File: config.mk
export PLATFORM = sky130hd
export DESIGN_NAME = elevator_scheduler
export DESIGN_NICKNAME = d
export VERILOG_FILES = /design/src/rtl/elevator_scheduler.sv
export SDC_FILE = /design/constraint.sdc
export NUM_CORES = 1
export LEC_CHECK = 0
export ABC_AREA = 1
export BUFFER_PORTS_ARGS = -buffer_cell sky130_fd_sc_hd__buf_2
export CORE_MARGIN = 2
export CORE_UTILIZATION = 30
export CTS_CLUSTER_SIZE = 28
export DETAILED_ROUTE_END_ITERATION = 10
export SLEW_MARGIN = 40
export SYNTH_ARGS = -nofsm -noshare
export SYNTH_HDL_FRONTEND = slang
export SYNTH_SLANG_ARGS = --single-unit
export TNS_END_PERCENT = 30
File: constraint.sdc
create_clock -name clk -period 6 [get_ports clk]
set_clock_uncertainty 0.05 [all_clocks]
set_input_delay 1.2 -clock clk [delete_from_list [all_inputs] [get_ports clk]]
set_output_delay 1.2 -clock clk [all_outputs]
set_load 0.01 [all_outputs]
File: src/rtl/elevator_scheduler.sv
// rtl/elevator_scheduler.sv - single-car SCAN elevator sequencer over 10 floors
module elevator_scheduler #(
    parameter int MOVE_CYCLES = 4,
    parameter int DOOR_CYCLES = 3
) (
    input  logic       clk,
    input  logic       rst,
    input  logic [9:0] call,
    output logic [3:0] floor,
    output logic       dir_up,
    output logic       moving,
    output logic       door_open,
    output logic [9:0] pending,
    output logic       done
);

    localparam int MAX_CYCLES = (MOVE_CYCLES > DOOR_CYCLES) ? MOVE_CYCLES : DOOR_CYCLES;
    // A one-cycle maximum would give a zero-width timer, so keep at least one bit.
    localparam int TW = (MAX_CYCLES > 1) ? $clog2(MAX_CYCLES) : 1;
    localparam logic [TW-1:0] MOVE_LOAD = TW'(MOVE_CYCLES - 1);
    localparam logic [TW-1:0] DOOR_LOAD = TW'(DOOR_CYCLES - 1);

    typedef enum logic [1:0] {
        S_IDLE = 2'd0,
        S_MOVE = 2'd1,
        S_DOOR = 2'd2
    } state_t;

    state_t        state, state_nx;
    logic [TW-1:0] timer, timer_nx;
    logic [3:0]    floor_nx;
    logic          dir_nx;
    logic [9:0]    req;
    logic [9:0]    clr;
    logic [9:0]    pending_nx;

    // True when any request lies strictly beyond floor f in the given direction.
    function automatic logic ahead_of(input logic [9:0] r, input logic [3:0] f, input logic up);
        ahead_of = 1'b0;
        for (int i = 0; i < 10; i++) begin
            if (r[i] && (up ? (i > int'(f)) : (i < int'(f)))) begin
                ahead_of = 1'b1;
            end
        end
    endfunction

    // State, position, direction, timer and request register.
    always_ff @(posedge clk) begin
        if (rst) begin
            state   <= S_IDLE;
            floor   <= 4'd0;
            dir_up  <= 1'b1;
            timer   <= '0;
            pending <= '0;
        end else begin
            state   <= state_nx;
            floor   <= floor_nx;
            dir_up  <= dir_nx;
            timer   <= timer_nx;
            pending <= pending_nx;
        end
    end

    // SCAN decision: next state, floor step, direction and the floor's request clear.
    always_comb begin
        req      = pending | call;
        state_nx = state;
        timer_nx = timer;
        floor_nx = floor;
        dir_nx   = dir_up;
        case (state)
            S_IDLE: begin
                if (req[floor]) begin
                    state_nx = S_DOOR;
                    timer_nx = DOOR_LOAD;
                end else if (ahead_of(req, floor, dir_up)) begin
                    state_nx = S_MOVE;
                    timer_nx = MOVE_LOAD;
                end else if (ahead_of(req, floor, ~dir_up)) begin
                    dir_nx   = ~dir_up;
                    state_nx = S_MOVE;
                    timer_nx = MOVE_LOAD;
                end
            end
            S_MOVE: begin
                if (timer != '0) begin
                    timer_nx = timer - 1'b1;
                end else begin
                    // Range guard keeps the car on 0..9 even if requests vanished.
                    if (dir_up && (floor != 4'd9)) begin
                        floor_nx = floor + 4'd1;
                    end else if (!dir_up && (floor != 4'd0)) begin
                        floor_nx = floor - 4'd1;
                    end
                    if (req[floor_nx]) begin
                        state_nx = S_DOOR;
                        timer_nx = DOOR_LOAD;
                    end else if (ahead_of(req, floor_nx, dir_up)) begin
                        state_nx = S_MOVE;
                        timer_nx = MOVE_LOAD;
                    end else begin
                        state_nx = S_IDLE;
                    end
                end
            end
            S_DOOR: begin
                if (timer != '0) begin
                    timer_nx = timer - 1'b1;
                end else begin
                    state_nx = S_IDLE;
                end
            end
            default: begin
                state_nx = S_IDLE;
                timer_nx = '0;
            end
        endcase
        // Calls for the floor where the door is (or is about to be) open are absorbed.
        clr        = ((state == S_DOOR) || (state_nx == S_DOOR)) ? (10'd1 << floor_nx) : 10'd0;
        pending_nx = req & ~clr;
    end

    // Status outputs decoded from the registered state.
    always_comb begin
        moving    = (state == S_MOVE);
        door_open = (state == S_DOOR);
        done      = (state == S_IDLE) && (pending == 10'd0);
    end

endmodule

### Word-level counts from Yosys, hierarchy flattened

Index checks and enable logic that the tools add are counted.

* register bits: 19
* input port bits: 12
* logic and storage cells: 198

* add/sub/neg operators: 3
* order comparisons: 40
* eq/ne operators: 7
* shift-type cells: 1
* muxes and demuxes: 95
* bitwise logic cells: 6
* reduce and logical (&&, ||, !) cells: 41

Operators with widths (number)
* $mux 1: 71
* $logic_and 1x1->1: 33
* $gt 3x4->1 const A: 8
* $lt 3x4->1 const A: 8
* $mux 2: 13
* $mux 4: 6
* $gt 2x4->1 const A: 4
* $gt 4x4->1 const A: 4
* $lt 1x4->1 const A: 4
* $lt 2x4->1 const A: 4
* $lt 4x4->1 const A: 4
* $pmux 2 s3: 2
* $and 10x10->10: 1
* $logic_not 10->1: 1
* $lt 4x5->1 const B: 2
* $mux 10: 1
* $not 10->10: 1
* $or 10x10->10: 1
* $shl 1x4->10 const A: 1
* $bmux 1 s4: 2
* $gt 1x4->1 const A: 2
* $ne 4x4->1 const B: 2
* $add 4x1->4 const B: 1
* $eq 2x2->1 const B: 2
* 13 further kinds: 15

### Logic depth before layout (Yosys ltp)

* depth in word-level cells: 31
* mapped depth: 20

### Worst setup path before layout

OpenSTA, ideal clock, no wires.

* kind: input to register
* start point: input port call[3]
* end point: register dir_up
* library setup time: 0.123 ns
* arrival time: 2.419 ns
* required time: 5.827 ns
* slack: 3.408 ns
* cell stages on the path: 11
* path buffers: 0
* cells stage by stage: or2_2 a21oi_1 o21ai_0 nand3_1 nand3_1 nand2_1 inv_1 nor2_1 nand4_1 a21oi_1 o21ai_0

* word-level cells in the longest chain between the ends: 13

RTL lines
* start, declared: line 8 `input logic [9:0] call,`
* $or 10x10->10 (*): line 66 `req = pending | call;`
* $logic_and 1x1->1: line 41 `if (r[i] && (up ? (i > int'(f)) : (i < int'(f)))) begin`
* $mux 1 (7 in series): line 41
* $mux 1 (on tied branches): line 76, 73
* $mux 1 (on tied branches): line 73, 71
* $mux 1 or $not 1->1 (tied branches)
* $reduce_and 4->1 (no source line) (*)
* end signal, assigned: line 58 `dir_up <= dir_nx;`
* end, declared: line 10 `output logic dir_up,`

Every way passes the cells marked *; elsewhere a longest branch is shown, timed or not. The select of a mux whose other input is x is not followed.
A chain may end at the register's enable or synchronous reset.

### Worst setup path in the final report

* start point: register floor[0]
* end point: register pending[9]

* word-level cells in the longest chain between the ends: 31

RTL lines
* start, declared: line 9 `output logic [3:0] floor,`
* start signal, assigned: line 57 `floor <= floor_nx;`
* branches (longest 28 deep; another with $sub 4x1->4)
* $mux 10 (*): line 119 `clr = ((state == S_DOOR) || (state_nx == S_DOOR)) ? (10'd1 << floor_nx) : 10'd0;`
* $not 10->10 (*): line 120 `pending_nx = req & ~clr;`
* $and 10x10->10 (*): line 120
* end signal, assigned: line 60 `pending <= pending_nx;`
* end, declared: line 13 `output logic [9:0] pending,`

Mark *: on every way between the ends. The select of a mux whose other input is x is not followed.

==> reports/metrics.csv <==
metric,value,unit
WHS,0.424,ns
Post-Synth Adder-Cell Area,2.70,%
Post-Place Setup Slack,3.00,ns
first-pass GRT wire length,12200,um
Async SR Flop Fraction,0,%
Final Total Pwr,1.02,mW
share of cells above drive strength 1,23.5,%
Finished Layout Cells,514,
slowest cell on the critical path,dfxtp_1,
Clock transition at path regs,0.07,ns
"Req. time, crit path",6.12,ns
CTS tree,built,
# DRC,0,
Hold Crit Endpoint,timer[1],
worst path cell trace,inv_2 > ha_1 > nand2_2 > nand2_4 > nand2_4 > nand2_2 > nand2_4 > nand2_1 > nand2_1 > nand2_1 > nand2_1 > nand2_1 > nand2_1 > nor2_4 > a21oi_4 > nand2_4 > a21oi_1,
Tmin final,3.03,ns
Worst slew margin,55.4,%
worst vdd ir,229,uV
reg-to-reg critical path endpoint,pending[9],
htree depth,1,
Post-synth EDFFs,0,
gr ovfl total,0,
WL/cell,14.3,um
setup-violating endpoint count in the final report,0,
CP Buf/Inv Count,1,
period utilization,50.5,%
P_leak,1.29,nW
post-synthesis simple-gate area fraction,54.0,%
initial antenna violation count,0,
"most common cell after layout, fill and taps aside",nand2_1,
#FFs+latches synth,19,
Post-Syn Area,0.00231,mm2
antenna diode count,0,
vias in the first global route,2557,
"Hold-fix buffers, CTS",0,
Achievable Freq,330,MHz
"Seq/Total Area, Yosys",16.4,%
Clk network pwr share,8.5,%
post_cts resized,0,
CP arrival,3.15,ns
Port-buffer cells,29,
"Core Util, Final",34.0,%
worst hold path depth,2,
Clock Latency Late Sink,0.25,ns
setup TNS,0,ns
Avg Inst Size Synth,5.98,um2
Post-Synth XOR/XNOR Area,0,%
compound-gate portion of the synthesized area,16.9,%
Sink Count,19,
setup bufs post-CTS,0,
endpoint class of the critical path,flip-flop,
vias per cell,5.15,
Die W,91.8,um
reg2reg path depth,17,
Slew @ Worst Pin,0.668,ns
internal reg-to-reg setup slack,2.97,ns
max-slew violations,0,
RSZ-0062 raised after global routing,false,
largest net degree at the start of global routing,17,
Pre-antenna DRT Iters,5,
DR vias,2647,
Syn-to-layout area delta,11.6,%
initial core utilization,30.4,%
cells after synthesis,387,
yosys warns,0,
crit path launch type,flip-flop,
sw power,578,uW
Pint,441,uW
Crit Reg-Reg Startpoint,floor[0],
Crit path largest cell delay,0.75,ns
Antenna Violating Nets Remaining,0,
ys flop type,dfxtp_1,
WS Path Type,flip-flop to flip-flop,
die footprint,0.00843,mm2
root buf cell,clkbuf_8,
max_cap viols,0,
Yosys cell types,41,
"most used cell, CP",nand2_1,
Setup WS post-layout,2.97,ns
part of the power in registers,20.3,%
Inserted Clock Buffers,3,
Placed Area,0.00254,mm2
site row count,32,
"Design Area, Final",0.00258,mm2
routability cong.,1.04,
Power Dens Cells,394,mW/mm2
dominant delay contributor by cell family on the critical path,simple AND/OR/NAND/NOR gates,
Die H,91.8,um
mux contribution to synthesized area,0,%
initial drt markers,140,
status,"finished, final reports clean",
Comb pwr share,71.2,%
Syn Nets,404,
Core ar.,0.00761,mm2
Switching Share,56.7,%
Filler cells,868,
CTS max path bufs,2,
Tot GR Track Use,17.5,%
worst-path maximum fanout,16,
Ports,30,
endpoints failing hold,0,
largest family of logic cells by synthesized area,simple AND/OR/NAND/NOR gates,
HP Start,timer[1],
HP Class,flip-flop to flip-flop,
placed cell count,510,
"commonest cells after routing, fill and taps aside","nand2_1, nor2_1, inv_1, nand3_1, buf_2",
NumNets Final,430,
Routed WL,7380,um
DP Wirelength,5930,um
## power by group through the flow
stage / Clock [mW] / Combinational [mW] / Sequential (mW)
2_1_floorplan: 0 / 0.563 / 0.194
3_3_place_gp: 0 / 0.715 / 0.210
3_5_place_dp: 0 / 0.714 / 0.209
4_1_cts: 0.0873 / 0.718 / 0.207
5_1_grt: 0.0919 / 0.807 / 0.212
6_report: 0.0864 / 0.726 / 0.207
## area by class of cell
type | instances | area [um2] | share of cell area, %
clock buffer | 4 | 45.0 | 1.74
inverter | 45 | 174 | 6.73
multi-input combinational | 314 | 1700 | 66.0
tap | 102 | 128 | 4.94
sequential | 19 | 380 | 14.7
timing repair buffer | 30 | 153 | 5.91
## registers in the layout (all words and copies together), names as in the netlist
| name | cells |
|---|---|
| pending | 10 |
| state | 2 |
| dir_up | 1 |
| timer | 2 |
| floor | 4 |
## cells in the mapped netlist (2+ instances only)
| cell type | instances | area [um2] |
|---|---|---|
| inv_2 | 8 | 30.0 |
| clkbuf_1 | 2 | 7.51 |
| nand2_4 | 10 | 113 |
| nor4_1 | 2 | 12.5 |
| o211ai_1 | 5 | 37.5 |
| nor2_8 | 2 | 40.0 |
| nand3_1 | 35 | 175 |
| nand2_2 | 15 | 93.8 |
| nor3_1 | 9 | 45.0 |
| nand3_2 | 7 | 70.1 |
| inv_1 | 35 | 131 |
| buf_6 | 2 | 22.5 |
| o21ai_0 | 20 | 100 |
| a21oi_1 | 24 | 120 |
| a21oi_2 | 4 | 35.0 |
| nand2_1 | 102 | 383 |
| buf_2 | 3 | 15.0 |
| a31oi_1 | 2 | 12.5 |
| ha_1 | 5 | 62.6 |
| nor2_1 | 41 | 154 |
| dfxtp_1 | 19 | 380 |
| nor2_2 | 3 | 18.8 |
| o21ai_1 | 3 | 15.0 |
| nand4_1 | 5 | 31.3 |
| nor2_4 | 3 | 33.8 |
| or2_2 | 6 | 37.5 |
## worst max-delay path by stage
stage / start / endpoint / slack, ns / cells past startpoint
floorplan: call[3] / dir_up / 3.41 / 11
global placement: floor[0] / pending[9] / 2.98 / 17
detailed placement: call[6] / timer[1] / 3.00 / 13
global route: floor[0] / timer[0] / 2.64 / 18
finish: floor[0] / pending[9] / 2.97 / 17
CTS: floor[0] / pending[9] / 2.97 / 17
## cell families (layout without fill, tap and decap cells)
kind of cell,count (synthesis),in the layout
AOI/OAI and AO/OA,65,65
adders and majority gates,5,5
buffers and inverters,54,79
DFF,19,19
and+or+nand+nor,244,244
## worst register-to-register path, cell delays in order, from the launching register on
cell,delay (ns)
dfxtp_1,0.75
inv_2,0.25
ha_1,0.34
nand2_2,0.20
nand2_4,0.13
nand2_4,0.11
nand2_2,0.06
nand2_4,0.14
nand2_1,0.07
nand2_1,0.06
nand2_1,0.04
nand2_1,0.05
nand2_1,0.05
nand2_1,0.10
nor2_4,0.07
a21oi_4,0.16
nand2_4,0.11
a21oi_1,0.20
## layer usage
metal,vias to the layer above,part of all wire [%],track usage [%]
met5,-,0,0
met4,0,5.1,9.45
met3,36,4.6,1.56
met2,98,45,28.7
met1,1204,45,22.7
li1,1309,-,-
Power figures use the tool's default switching activity.
